`config.mk`:
```
export PLATFORM = sky130hd
export DESIGN_NAME = input_debouncer
export DESIGN_NICKNAME = d
export VERILOG_FILES = /design/src/rtl/debounce_pkg.sv /design/src/rtl/sync_chain.sv /design/src/rtl/input_debouncer.sv
export SDC_FILE = /design/constraint.sdc
export NUM_CORES = 1
export LEC_CHECK = 0
export CAP_MARGIN = 5
export CORE_MARGIN = 4
export CORE_UTILIZATION = 60
export DETAILED_ROUTE_END_ITERATION = 10
export DONT_BUFFER_PORTS = 1
export MAX_ROUTING_LAYER = met4
export PLACE_DENSITY = 0.76
export SYNTH_ARGS = -nofsm -noshare
export SYNTH_HDL_FRONTEND = slang
export SYNTH_HIERARCHICAL = 1
export SYNTH_SLANG_ARGS = --single-unit
```
`constraint.sdc`:
```
create_clock -name clk -period 2.5 [get_ports clk]
set_input_delay 0.625 -clock clk [delete_from_list [all_inputs] [get_ports clk]]
set_output_delay 0.625 -clock clk [all_outputs]
set_load 0.1 [all_outputs]
```
`src/rtl/debounce_pkg.sv`:
```
// Shared types and defaults for the input conditioning blocks.
// The FSM encoding is fixed so that state can be observed on debug buses.
package debounce_pkg;

    typedef enum logic [1:0] {
        STABLE_LOW  = 2'd0,
        WAIT_HIGH   = 2'd1,
        STABLE_HIGH = 2'd2,
        WAIT_LOW    = 2'd3
    } db_state_t;

    localparam int DEFAULT_SYNC_STAGES     = 2;
    localparam int DEFAULT_DEBOUNCE_CYCLES = 4;
    localparam int RISE_COUNT_W            = 8;

endpackage

```
`src/rtl/sync_chain.sv`:
```
// Multi-flop synchronizer for a single asynchronous bit; all flops clear to 0 on reset.
// Shared by every input stage that brings a pad signal into the clk domain.
module sync_chain #(
    parameter int STAGES = 2
) (
    input  logic clk,
    input  logic rst_n,
    input  logic d,
    output logic q
);

    logic [STAGES-1:0] sync_ff;

    always_ff @(posedge clk or negedge rst_n) begin
        if (!rst_n) begin
            sync_ff <= '0;
        end else begin
            sync_ff <= {sync_ff[STAGES-2:0], d};
        end
    end

    assign q = sync_ff[STAGES-1];

endmodule

```
`src/rtl/input_debouncer.sv`:
```
// Debounces one raw pad input into a clean level with edge pulses and a rise counter.
// Every output is a flop; raw_in only reaches the FSM through the synchronizer.
//
// state       | meaning
// ------------+--------------------------------------------------
// STABLE_LOW  | accepted level 0, waiting for sync_out to go high
// WAIT_HIGH   | sync_out high, counting stable cycles before accept
// STABLE_HIGH | accepted level 1, waiting for sync_out to go low
// WAIT_LOW    | sync_out low, counting stable cycles before accept
module input_debouncer
    import debounce_pkg::*;
#(
    parameter int SYNC_STAGES     = DEFAULT_SYNC_STAGES,
    parameter int DEBOUNCE_CYCLES = DEFAULT_DEBOUNCE_CYCLES,
    parameter int CNT_W           = $clog2(DEBOUNCE_CYCLES + 1)
) (
    input  logic                    clk,
    input  logic                    rst_n,
    input  logic                    raw_in,
    output logic                    level_out,
    output logic                    rise_pulse,
    output logic                    fall_pulse,
    output logic                    busy,
    output logic [RISE_COUNT_W-1:0] rise_count
);

    localparam logic [CNT_W-1:0] CNT_ZERO = '0;
    localparam logic [CNT_W-1:0] CNT_ONE  = CNT_W'(1);
    localparam logic [CNT_W-1:0] CNT_LAST = CNT_W'(DEBOUNCE_CYCLES - 1);

    logic       sync_out;
    db_state_t  state, state_nxt;
    logic [CNT_W-1:0] cnt, cnt_nxt;
    logic       rise_nxt;
    logic       fall_nxt;
    logic       level_nxt;
    logic       busy_nxt;

    sync_chain #(
        .STAGES (SYNC_STAGES)
    ) u_sync (
        .clk   (clk),
        .rst_n (rst_n),
        .d     (raw_in),
        .q     (sync_out)
    );

    always_ff @(posedge clk or negedge rst_n) begin
        if (!rst_n) begin
            state <= STABLE_LOW;
            cnt   <= CNT_ZERO;
        end else begin
            state <= state_nxt;
            cnt   <= cnt_nxt;
        end
    end

    // A return to the current level during WAIT_* drops all progress.
    always_comb begin
        state_nxt = state;
        cnt_nxt   = cnt;
        rise_nxt  = 1'b0;
        fall_nxt  = 1'b0;
        case (state)
            STABLE_LOW: begin
                if (sync_out) begin
                    state_nxt = WAIT_HIGH;
                    cnt_nxt   = CNT_ONE;
                end
            end
            WAIT_HIGH: begin
                if (!sync_out) begin
                    state_nxt = STABLE_LOW;
                    cnt_nxt   = CNT_ZERO;
                end else if (cnt == CNT_LAST) begin
                    state_nxt = STABLE_HIGH;
                    cnt_nxt   = CNT_ZERO;
                    rise_nxt  = 1'b1;
                end else begin
                    cnt_nxt = cnt + CNT_ONE;
                end
            end
            STABLE_HIGH: begin
                if (!sync_out) begin
                    state_nxt = WAIT_LOW;
                    cnt_nxt   = CNT_ONE;
                end
            end
            WAIT_LOW: begin
                if (sync_out) begin
                    state_nxt = STABLE_HIGH;
                    cnt_nxt   = CNT_ZERO;
                end else if (cnt == CNT_LAST) begin
                    state_nxt = STABLE_LOW;
                    cnt_nxt   = CNT_ZERO;
                    fall_nxt  = 1'b1;
                end else begin
                    cnt_nxt = cnt + CNT_ONE;
                end
            end
            default: begin
                state_nxt = STABLE_LOW;
                cnt_nxt   = CNT_ZERO;
            end
        endcase
    end

    assign level_nxt = (state_nxt == STABLE_HIGH) || (state_nxt == WAIT_LOW);
    assign busy_nxt  = (state_nxt == WAIT_HIGH)   || (state_nxt == WAIT_LOW);

    always_ff @(posedge clk or negedge rst_n) begin
        if (!rst_n) begin
            level_out  <= 1'b0;
            busy       <= 1'b0;
            rise_pulse <= 1'b0;
            fall_pulse <= 1'b0;
            rise_count <= '0;
        end else begin
            level_out  <= level_nxt;
            busy       <= busy_nxt;
            rise_pulse <= rise_nxt;
            fall_pulse <= fall_nxt;
            if (rise_nxt) begin
                rise_count <= rise_count + RISE_COUNT_W'(1);
            end
        end
    end

    // Accepting a level needs at least two stable cycles, so pulses can never be adjacent.
    a_pulse_exclusive: assert property (@(posedge clk) disable iff (!rst_n)
        !(rise_pulse && fall_pulse));
    a_rise_single: assert property (@(posedge clk) disable iff (!rst_n)
        rise_pulse |=> !rise_pulse);
    a_fall_single: assert property (@(posedge clk) disable iff (!rst_n)
        fall_pulse |=> !fall_pulse);

endmodule

```
After elaboration in Yosys (flattened, before gate mapping)
Cells that the tools add are included.

word-level totals
  register bits after elaboration = 19
  output and inout bits = 12

cells by class
  add/sub/neg operators = 2
  equal/unequal tests = 9
  mux-type cells = 18
  reduce and logical (&&, ||, !) cells = 4

operator list
  kind                                            number
  two-way mux 3 bit                               5
  two-way mux 2 bit                               6
  case mux 3 bit (4 select lines)                 1
  adder 8 x 1 -> 8 bit (second input constant)    1
  == test 2 bit (second input constant)           4
  case mux 2 bit (4 select lines)                 1
  two-way mux 1 bit                               5
  == test 2 x 1 -> 1 bit (second input constant)  2
  adder 3 x 1 -> 3 bit (second input constant)    1
  == test 3 x 2 -> 1 bit (second input constant)  1
  logical NOT 2 bit                               1
  logical OR 1 bit                                2
  != test 2 x 1 -> 1 bit (second input constant)  1
  != test 2 bit (second input constant)           1
  AND reduction 2 bit                             1

Depth between registers and ports, before layout
Gate-level depths: netlist of the first run.

  depth after elaboration = 6
  depth in mapped cells = 5
  gate-level depth less buffers = 4

Cells and area by module
The synthesis of the first run kept the hierarchy.

by module, submodules not included
  module           times used  cells each  area an instance (µm²)
  input_debouncer  1           61          733.2
  sync_chain       1           2           50.0

Least setup slack after synthesis of the first run
OpenSTA, ideal clock, no wires.

  path kind = register to register
  from = reg level_out (netlist name)
  to = reg cnt[2]
  arrival time = 1.689 ns
  data required time = 2.381 ns
  slack = 0.692 ns
  cell stages (with the launch flop) = 5
  buffers on the path = 1
  clock period less this slack = 1.808 ns
  cells stage by stage = dfrtp_1 clkbuf_2 xnor2_1 nor3b_1 o21a_1

RTL lines
  what                  line                   text
  end signal, assigned  input_debouncer.sv:54  cnt <= cnt_nxt;
  end, declared         input_debouncer.sv:33  logic [CNT_W-1:0] cnt, cnt_nxt;

Worst setup path after layout of the first run
  from = reg level_out
  to = out level_out

RTL lines
  what                    line                    text
  start, declared         input_debouncer.sv:20   output logic level_out,
  start signal, assigned  input_debouncer.sv:119  level_out <= level_nxt;

No word-level cell between the ends.

==> metrics.md, run 1 <==
| Metric | Value |
|---|---|
| Leftover overflow at the end of global routing | 0 |
| CP required | ~1900 ps |
| Final hold violation count | 0 |
| Share of the clock period used by the worst path | 0.7005 |
| Result of the run | finished, final reports clean |
| Logic depth of the worst setup path including buffers | 1 |
| Type of the worst setup path | flip-flop to primary output |
| Area of the die | about 2000 sq um |
| Combined flip-flop and latch cell area | around 450 sq um |
| Maximum single-stage delay on the critical path | 470 ps |
| Core Box Area | around 1200 sq um |
| Share of cells above drive strength 1 | 0.2597 |
| Layout Area Growth over Synthesis | 17.73% |
| Power density normalized to cell area | roughly 1200 nW/um^2 |
| Critical path launch point type | flip-flop |
| Sink count of the clock tree | 18 |
| Setup-failing EPs final | 0 |
| Count of TritonRoute iterations in the first routing pass | 4 |
| Buffer count from post-CTS setup fixing | 0 |
| Remaining antenna violation count after routing | 0 |
| Syn Inst Count | 63 |
| Fraction of power spent switching nets | 0.4807 |
| Number of buffers inserted for hold repair after clock tree synthesis | 0 |
| Number of buffers added by the clock tree synthesis step | 3 |
| Power share of the clock group | 0.168 |
| Total global routing track utilization | 0.1683 |
| DIE WIDTH | around 44 microns |
| Cell Chain, Critical Path | buf_4 |
| Cell area after technology mapping | 783.3 sq um |
| Highest fanout seen on the critical path | 5 |
| FFs w/ async S/R, synth | 1.000 |
| Port Buffers | 0 |
| Setup Total Neg Slack | 0 ps |
| Post-layout min period | ~1800 ps |
| Total power draw | between 1 and 1.5 mW |
| Max cap viols | 0 |
| Power dissipated by switching net loads | just over 500 uW |
| Reg2Reg Setup Slack | 960 ps |
| Category of cells accounting for the largest share of critical-path delay | flip-flops |
| Kind of end point of the critical path | primary output |
| Initial cell density of the core | 0.6688 |
| Clock transition at the register clock pins on the worst setup and hold paths after CTS | 100 ps |
| Data arrival time of the critical path | between 1000 and 1500 ps |
| Slowest cell on crit path | sky130_fd_sc_hd__dfrtp_1 |
| Clk_lat worst skew | about 290 ps |
| Transition time of the tightest slew-check pin | between 700 and 800 ps |
| Power share of the sequential group | 0.371 |
| Worst path buffer plus inverter count | 1 |
| Primary FF master, synth | sky130_fd_sc_hd__dfrtp_1 |
| Synth cell types | 25 |
| PostCTS Resize Cnt | 0 |
| Max-slew headroom at the worst pin | 0.4937 |
| Largest net degree at the start of global routing | 19 |
| Global-route wire length before repair | ~2.3 mm |
| Number of antenna violations at the first check in global routing | 0 |
| Hold Crit Class | input pin to flip-flop |
| Number of nets produced by synthesis | 68 |
| Final HPWL from detailed placement | 1.004 mm |
| Via count of the first global-routing pass | about 500 |
| Leakage power summed over all cells | ~0.48 nW |
| RSZ-0062 raised after global routing | false |
| Cell Rows | 12 |
| Fill cells | between 70 and 80 |
| Depth of the worst register-to-register path | 4 |
| Chip Height | 44.13 microns |
| TritonCTS clock tree | yes |
| Placer congestion estimate | ~0.78 |
| Warnings from Yosys | 6 |
| Number of flops mapped to enable cells by yosys | 0 |
| Total area of multi-input combinational cells | about 310 sq um |
| Clock root buffer | sky130_fd_sc_hd__clkbuf_4 |
| Highest clock rate | between 500 and 600 MHz |
| Cell-internal power | 552.6 uW |
| Routed via count divided by cell count | about 5.6 |
| Count of boundary I/O pins | 15 |
| Avg Synthesized Cell Area | around 12 sq um |
| Worst IR drop on VDD | approximately 0.80 mV |
| #FFs+latches synth | 18 |
| DR WL/cell | approximately 15 microns |
| Max H-tree Level | 1 |
| Number of DRC markers in iteration 0 | 4 |
| Residual DRC | 0 |
| Count of pins over their slew limit | 0 |
| Worst hold stages | 0 |
| Minimum hold slack | around 350 ps |
| Total Routed Length | between 1 and 1.5 mm |
| Via Count | slightly above 500 |
| Buffer depth of the longest clock path | 2 |
| Sequential element share of the synthesized area | 0.5751 |
| Fraction of power consumed by combinational cells | 0.461 |
| Clock Skew | between 1.5 and 2 ps |
| Antenna diode count | 0 |
| Total number of nets in the final design | between 80 and 90 |
-- per-stage QoR --
step / cells / area [sq um] / util / setup WS [ps]
2_1_floorplan: 63 / 783.3 / - / 692.4
5_1_grt: 91 / 922.1 / 0.7874 / 701.9
3_3_place_gp: 86 / 875.8 / 0.7479 / 1025
4_1_cts: 90 / 912.1 / 0.7788 / 746.8
3_5_place_dp: 86 / 875.8 / 0.7479 / 985.2
6_report: 91 / 922.1 / 0.7874 / 748.9
-- layout by cell type, fill, tap and decap left out --
master | netlist | layout
sky130_fd_sc_hd__nand2b_1 | 1 | 1
sky130_fd_sc_hd__nor3_1 | 1 | 1
sky130_fd_sc_hd__o21a_1 | 1 | 1
sky130_fd_sc_hd__and3b_2 | 1 | 1
sky130_fd_sc_hd__xnor2_1 | 4 | 4
sky130_fd_sc_hd__nand3b_4 | 1 | 1
sky130_fd_sc_hd__clkbuf_8 | 0 | 1
sky130_fd_sc_hd__clkbuf_4 | 0 | 3
sky130_fd_sc_hd__and4b_1 | 1 | 1
sky130_fd_sc_hd__a22oi_1 | 1 | 1
sky130_fd_sc_hd__xor2_1 | 5 | 5
sky130_fd_sc_hd__nand3b_1 | 1 | 1
sky130_fd_sc_hd__mux2_4 | 1 | 1
sky130_fd_sc_hd__inv_1 | 1 | 1
sky130_fd_sc_hd__nor2_1 | 4 | 4
sky130_fd_sc_hd__and3_1 | 1 | 1
sky130_fd_sc_hd__dlygate4sd3_1 | 0 | 1
sky130_fd_sc_hd__o21ai_0 | 1 | 1
sky130_fd_sc_hd__nor3b_4 | 1 | 1
sky130_fd_sc_hd__nand3_1 | 2 | 2
sky130_fd_sc_hd__nand2_1 | 6 | 6
sky130_fd_sc_hd__nor3b_1 | 3 | 3
sky130_fd_sc_hd__and4_1 | 1 | 1
sky130_fd_sc_hd__dfrtp_1 | 18 | 18
sky130_fd_sc_hd__nand4_1 | 2 | 2
sky130_fd_sc_hd__buf_4 | 0 | 12
sky130_fd_sc_hd__ha_1 | 2 | 2
-- sequential cells by signal (all words and copies together), names as in the netlist --
signal	count
busy	1
cnt	3
fall_pulse	1
level_out	1
rise_count	8
rise_pulse	1
state	1
u_sync/sync_ff	2
-- routing by layer --
layer,part of all wire,track usage,routed length [microns]
met1,0.42,0.2111,588
met2,0.52,0.2645,737
met3,0.051,0.03252,72
met4,0.0064,0.07229,9
met5,0,-,0
-- power groups by stage --
stage | logic, mW | registers (mW) | clock network [mW]
floorplan | 0.147 | 0.643 | 0
global placement | 0.473 | 0.396 | 0
detailed placement | 0.486 | 0.400 | 0
CTS | 0.487 | 0.394 | 0.181
global route | 0.520 | 0.404 | 0.195
finish | 0.490 | 0.395 | 0.179
-- worst paths after layout --
check / start / endpoint
setup reg to reg: level_out / cnt[2]
min in group asynchronous: rst_n / cnt[1]
setup / recovery: level_out / level_out
hold reg to reg: u_sync/sync_ff[0] / u_sync/sync_ff[1]
max in group asynchronous: rst_n / rise_count[3]
hold / removal: raw_in / u_sync/sync_ff[0]
-- synth_stat cells, types with 2 or more instances --
cell type                 number  area (sq um)
sky130_fd_sc_hd__ha_1          2         25.02
sky130_fd_sc_hd__nand2_1       6         22.52
sky130_fd_sc_hd__dfrtp_1      18         450.4
sky130_fd_sc_hd__nand3_1       2         10.01
sky130_fd_sc_hd__xnor2_1       4         35.03
sky130_fd_sc_hd__nor2_1        4         15.01
sky130_fd_sc_hd__nor3b_1       3         22.52
sky130_fd_sc_hd__buf_2         2         10.01
sky130_fd_sc_hd__nand4_1       2         12.51
sky130_fd_sc_hd__xor2_1        5         43.79
-- layout make-up --
class	count	area share
inverter	1	0.004071
tap	14	0.01900
timing repair buffer	13	0.1085
sequential	18	0.4885
clock buffer	4	0.03935
multi-input combinational	41	0.3406
-- kinds of logic (layout without fill, tap and decap cells) --
family,after synthesis,in the layout,share of synthesized area
XOR/XNOR,9,9,0.1006
multiplexers,1,1,0.01916
adder cells (fa/ha/maj),2,2,0.03194
buffers and inverters,4,18,0.02395
flip-flops,18,18,0.5751
AND/OR/NAND/NOR,26,26,0.2236
AO/OA/AOI/OAI,3,3,0.02556
Power figures use the tool's default switching activity.
==> run 2: changes to the inputs <==
- CORE_UTILIZATION: 60 -> 58
- PLACE_DENSITY: 0.76 -> 0.74
- clock period: 2.5 -> 1.8 ns (I/O delays scaled with it)
==> metrics.md, run 2 (same netlist as run 1, synthesis figures left out) <==
| Metric | Value |
|---|---|
| Residual DRC | 0 (unchanged) |
| Top register by number of flip-flops | rise_count |
| Count of pins over their slew limit | 0 (unchanged) |
| Leakage power summed over all cells | 0.4827 nW (-0.26%) |
| TritonCTS clock tree | yes |
| Number of placed instances, taps included | 86 (unchanged) |
| Met1 Usage GRT | 0.2036 (-0.007474) |
| Worst hold stages | 0 (unchanged) |
| Core Box Area | 1186 sq um (+1.3%) |
| DR WL/cell | 15.04 microns (-2.8%) |
| DIE WIDTH | 44.75 microns (+1.4%) |
| Clock Skew | 4.373 ps (+2.490 ps) |
| Category of cells accounting for the largest share of critical-path delay | flip-flops |
| Beginning of the critical path | level_out |
| Count of boundary I/O pins | 15 (unchanged) |
| Setup-failing EPs final | 0 (unchanged) |
| Max cap viols | 0 (unchanged) |
| Chip Height | 44.75 microns (+1.4%) |
| Number of cells in the finished layout apart from fillers | 91 (unchanged) |
| Count of TritonRoute iterations in the first routing pass | 4 (unchanged) |
| Setup Total Neg Slack | 0 ps (unchanged) |
| Layout Area Growth over Synthesis | 17.89% |
| Cell Chain, Critical Path | buf_4 |
| Slowest cell on crit path | sky130_fd_sc_hd__dfrtp_2 |
| Highest clock rate | between 600 and 700 MHz |
| Logic depth of the worst setup path including buffers | 1 (unchanged) |
| Cell Rows | 12 (unchanged) |
| Total power draw | 1.472 mW (+38%) |
| Data arrival time of the critical path | 1090 ps (-40 ps) |
| Placer congestion estimate | 0.7257 (-6.8%) |
| Buffer depth of the longest clock path | 2 (unchanged) |
| Area of the die | 2003 sq um (+2.8%) |
| Power density normalized to cell area | 1595 nW/um^2 (+38%) |
| Clock root buffer | sky130_fd_sc_hd__clkbuf_4 |
| Type of the worst setup path | flip-flop to primary output |
| Global-route met3 utilization | 0.03187 (-0.0006478) |
| CP required | 1350 ps (-530 ps) |
| Result of the run | finished, final reports clean |
| Transition time of the tightest slew-check pin | 770.8 ps (+13.83 ps) |
| Sink count of the clock tree | 18 (unchanged) |
| RSZ-0062 raised after global routing | false |
| Share of the clock period used by the worst path | 0.8553 |
| Number of antenna violations at the first check in global routing | 0 (unchanged) |
| Max H-tree Level | 1 (unchanged) |
| Commonest non-fill, non-tap cells in the layout | sky130_fd_sc_hd__dfrtp_1, sky130_fd_sc_hd__buf_4, sky130_fd_sc_hd__nand2_1 |
| Met2 capacity usage during global routing | 0.2693 (+0.004806) |
| Biggest registers after layout | rise_count (8), cnt (3), u_sync/sync_ff (2) |
| Worst path buffer plus inverter count | 1 (unchanged) |
| Reg-to-reg startpoint | cnt[1] |
| Global-route wire length before repair | 2.304 mm (-1.2%) |
| Number of buffers added by the clock tree synthesis step | 3 (unchanged) |
| Share of cells above drive strength 1 | 0.2727 (+0.01299) |
| Worst IR drop on VDD | 1.119 mV (+40%) |
| Global-route layer with the greatest usage | met2 |
| Startpoint of the lowest-slack hold path | raw_in |
| PostCTS Resize Cnt | 0 (unchanged) |
| Total global routing track utilization | 0.1672 (-0.001038) |
| Total number of nets in the final design | 83 (unchanged) |
| Largest register FFs | 8 (unchanged) |
| Number of DRC markers in iteration 0 | 4 (unchanged) |
| Largest net degree at the start of global routing | 19 (unchanged) |
| Initial cell density of the core | 0.6603 (-0.008466) |
| Maximum single-stage delay on the critical path | 480 ps (about the same) |
| Remaining antenna violation count after routing | 0 (unchanged) |
| Highest fanout seen on the critical path | 8 (+3) |
| Clock transition at the register clock pins on the worst setup and hold paths after CTS | 100 ps (about the same) |
| Via count of the first global-routing pass | 514 (+3.4%) |
| Critical path launch point type | flip-flop |
| Antenna diode count | 0 (unchanged) |
| Post-layout min period | 1540 ps |
| Depth of the worst register-to-register path | 4 (unchanged) |
| Port Buffers | 0 (unchanged) |
| Most frequent standard cell in the layout excluding fill and tap cells | sky130_fd_sc_hd__dfrtp_1 |
| Via Count | 507 (-0.20%) |
| Total Routed Length | 1.369 mm (-2.8%) |
| Hold Crit Class | input pin to flip-flop |
| Max-slew headroom at the worst pin | 0.4844 (-0.009248) |
| Final hold violation count | 0 (unchanged) |
| Final HPWL from detailed placement | 994.2 microns (-0.95%) |
| Clk_lat worst skew | 290 ps (about the same) |
| Kind of end point of the critical path | primary output |
| Routed via count divided by cell count | 5.571 (-0.20%) |
| Leftover overflow at the end of global routing | 0 (unchanged) |
## run 2: cell counts in the layout (fill, tap and decap cells not counted)
No cell type changed its count.
## run 2: what timing repair did
action	CTS	global route
setup buffers	0	0
hold buffers	1	0
hold endpoints to repair	18	0
setup endpoints to repair	0	0
## run 2: per-stage QoR
step,cell area [sq um],worst slack (ps),hold WS [ps],util
after floorplan,784.5,20.08,154.4,-
after global placement,877.1,391.2,154.9,0.7395
after detailed placement,877.1,335.9,154.9,0.7395
after CTS,923.4,255.6,172.0,0.7785
after global routing,923.4,231.5,162.6,0.7785
final,923.4,260.4,178.8,0.7785
## run 2: power by group
group          switching (mW)  total [mW]  internal (mW)
clock                   0.123       0.247          0.123
combinational           0.487       0.648          0.161
sequential             0.0932       0.578          0.485
total                   0.703        1.47          0.769
## run 2: per-layer routing
metal / share of wire / wire [microns]
met5: 0 / 0
met2: 0.47 / 649
met3: 0.059 / 81
met4: 0.014 / 19
met1: 0.45 / 619
## run 2: layout make-up
cell class              count  area, sq um
clock buffers               4        36.28
repair buffers             13        100.1
multi-input cells          41        314.1
flip-flops and latches     18        451.7
fillers                    75        262.8
inverters                   1        3.754
well taps                  14        17.52
## run 2: final timing paths
path / to / slack (ps)
max in group asynchronous: level_out / 600
worst max-delay path: level_out / 260
worst max register to register: rise_count[1] / 330
worst min register to register: u_sync/sync_ff[1] / 360
worst min-delay path: u_sync/sync_ff[0] / 180
min in group asynchronous: rise_count[3] / 670
==> run 3: changes to the inputs <==
- clock period: 1.8 -> 1.7 ns (I/O delays scaled with it)
==> metrics.md, run 3 (same netlist as run 1, synthesis figures left out) <==
| Metric | Value |
|---|---|
| Clock root buffer | sky130_fd_sc_hd__clkbuf_4 |
| Leakage power summed over all cells | 0.4733 nW (-1.9%) |
| Number of DRC markers in iteration 0 | 8 (+4) |
| Category of cells accounting for the largest share of critical-path delay | flip-flops |
| Commonest non-fill, non-tap cells in the layout | sky130_fd_sc_hd__buf_4, sky130_fd_sc_hd__dfrtp_1, sky130_fd_sc_hd__dfrtp_2 |
| Initial cell density of the core | 0.6603 (unchanged) |
| Post-route standard cell area excluding fillers | 930.9 sq um (+0.81%) |
| Power share of the clock group | 0.164 (-0.003) |
| Max cap viols | 0 (unchanged) |
| Sink count of the clock tree | 18 (unchanged) |
| Type of the worst setup path | flip-flop to primary output |
| Buffer depth of the longest clock path | 2 (unchanged) |
| Setup-failing EPs final | 0 (unchanged) |
| Layout Area Growth over Synthesis | 18.85% |
| Worst path buffer plus inverter count | 1 (unchanged) |
| CP required | 1270 ps (-80 ps) |
| Transition time of the tightest slew-check pin | 764.0 ps (-6.751 ps) |
| Data arrival time of the critical path | 1080 ps (about the same) |
| TritonCTS clock tree | yes |
| Kind of end point of the critical path | primary output |
| Routed via count divided by cell count | 5.363 (-3.7%) |
| Max-slew headroom at the worst pin | 0.4890 (+0.004516) |
| Via Count | 488 (-3.7%) |
| Pre-CTS WS | 226.5 ps (-109.4 ps) |
| Count of pins over their slew limit | 0 (unchanged) |
| Highest fanout seen on the critical path | 8 (unchanged) |
| Count of boundary I/O pins | 15 (unchanged) |
| Largest register FFs | 8 (unchanged) |
| Power share of the sequential group | 0.396 (+0.003) |
| Placer congestion estimate | 0.7173 (-1.2%) |
| Post-layout min period | approximately 1500 ps |
| Largest net degree at the start of global routing | 19 (unchanged) |
| Cell Chain, Critical Path | buf_4 |
| Reg2Reg Setup Slack | 210 ps (-120 ps) |
| Global-route wire length before repair | 2.152 mm (-6.6%) |
| Residual DRC | 0 (unchanged) |
| Fraction of power consumed by combinational cells | 0.440 (about the same) |
| Total Routed Length | 1.260 mm (-8.0%) |
| Critical path launch point type | flip-flop |
| Port Buffers | 0 (unchanged) |
| DR WL/cell | 13.85 microns (-8.0%) |
| Core Box Area | 1186 sq um (unchanged) |
| Clock transition at the register clock pins on the worst setup and hold paths after CTS | 100 ps (about the same) |
| Result of the run | finished, final reports clean |
| Startpoint of the lowest-slack hold path | raw_in |
| Share of the clock period used by the worst path | 0.8844 |
| Clock Skew | 4.222 ps (-0.1510 ps) |
| Number of antenna violations at the first check in global routing | 0 (unchanged) |
| RSZ-0062 raised after global routing | false |
| Count of TritonRoute iterations in the first routing pass | 3 (-1) |
| Reg-to-reg startpoint | cnt[1] |
| Number of buffers added by the clock tree synthesis step | 3 (unchanged) |
| Biggest registers after layout | rise_count (8), cnt (3), u_sync/sync_ff (2) |
| Antenna diode count | 0 (unchanged) |
| Final hold violation count | 0 (unchanged) |
| Maximum single-stage delay on the critical path | 470 ps (about the same) |
| Top register by number of flip-flops | rise_count |
| Area of the die | 2003 sq um (unchanged) |
| Depth of the worst register-to-register path | 4 (unchanged) |
| Post-DP Area | 884.6 sq um (+0.86%) |
| DIE WIDTH | 44.75 microns (unchanged) |
| Fraction of power spent switching nets | 0.4715 (-0.006044) |
| Post-route setup slack | 196.5 ps (-63.89 ps) |
| Via count of the first global-routing pass | 484 (-5.8%) |
| Endpoint of the worst hold-timing path | u_sync/sync_ff[0] |
| Power dissipated by switching net loads | 730.7 uW (+3.9%) |
| Hold Crit Class | input pin to flip-flop |
| Total number of nets in the final design | 83 (unchanged) |
| Most frequent standard cell in the layout excluding fill and tap cells | sky130_fd_sc_hd__buf_4 |
| Worst IR drop on VDD | 1.479 mV (+32%) |
| Beginning of the critical path | level_out |
| Share of cells above drive strength 1 | 0.3506 (+0.07792) |
| Reg-to-reg endpoint | rise_count[1] |
| Highest clock rate | 665.1 MHz |
| Remaining antenna violation count after routing | 0 (unchanged) |
| Power density normalized to cell area | 1665 nW/um^2 (+4.4%) |
| Clk_lat worst skew | 290 ps (about the same) |
| Total power draw | 1.550 mW (+5.3%) |
| Max H-tree Level | 1 (unchanged) |
| Leftover overflow at the end of global routing | 0 (unchanged) |
| Chip Height | 44.75 microns (unchanged) |
| Total global routing track utilization | 0.1551 (-0.01213) |
| Buffer count from post-CTS setup fixing | 0 (unchanged) |
| Setup Total Neg Slack | 0 ps (unchanged) |
| Slowest cell on crit path | sky130_fd_sc_hd__dfrtp_2 |
| Cell-internal power | 819.1 uW (+6.5%) |
| Worst hold stages | 0 (unchanged) |
| Final HPWL from detailed placement | 930 microns (-6.5%) |
| Cell Rows | 12 (unchanged) |
[run 3: cell types whose count changed in the layout (fill, tap and decap cells not counted)]
cell / previous run / this run
sky130_fd_sc_hd__dfrtp_2: 1 / 7
sky130_fd_sc_hd__dfrtp_1: 17 / 11
[run 3: what timing repair did]
action,in CTS,in global routing
hold buffers,1,0
hold endpoints to repair,18,0
resized for setup,0,0
[run 3: worst max-delay path by stage]
stage	to	cells past startpoint
finish	level_out	1
global route	rise_count[1]	4
CTS	level_out	1
global placement	rise_count[1]	4
detailed placement	rise_count[1]	4
floorplan	rise_count[7]	4
[run 3: final cells by class]
class	count	area (sq um)
fillers	69	255.2
inverters	1	3.754
multi-input cells	41	314.1
flip-flops and latches	18	459.2
repair buffers	13	100.1
well taps	14	17.52
clock buffers	4	36.28
[run 3: layer usage]
metal | vias to the layer above | share of wire | track usage | wire length, microns
li1 | 242 | - | - | -
met1 | 227 | 0.47 | 0.1985 | 590
met2 | 14 | 0.46 | 0.2378 | 575
met3 | 5 | 0.056 | 0.02789 | 70
met4 | 0 | 0.018 | 0.07229 | 23
met5 | - | 0 | - | 0
[run 3: per-stage QoR]
step	instances	hold WS (ps)	utilization
final	91	154.1	0.7848
after global routing	91	134.3	0.7848
after CTS	91	151.2	0.7848
after detailed placement	86	129.9	0.7458
after global placement	86	129.8	0.7458
after floorplan	63	129.4	-
[run 3: power by group through the flow]
stage / clock network [mW] / registers [mW] / logic (mW)
6_report: 0.254 / 0.614 / 0.683
5_1_grt: 0.280 / 0.629 / 0.722
4_1_cts: 0.260 / 0.613 / 0.688
3_5_place_dp: 0 / 0.622 / 0.676
3_3_place_gp: 0 / 0.618 / 0.670
2_1_floorplan: 0 / 0.954 / 0.216
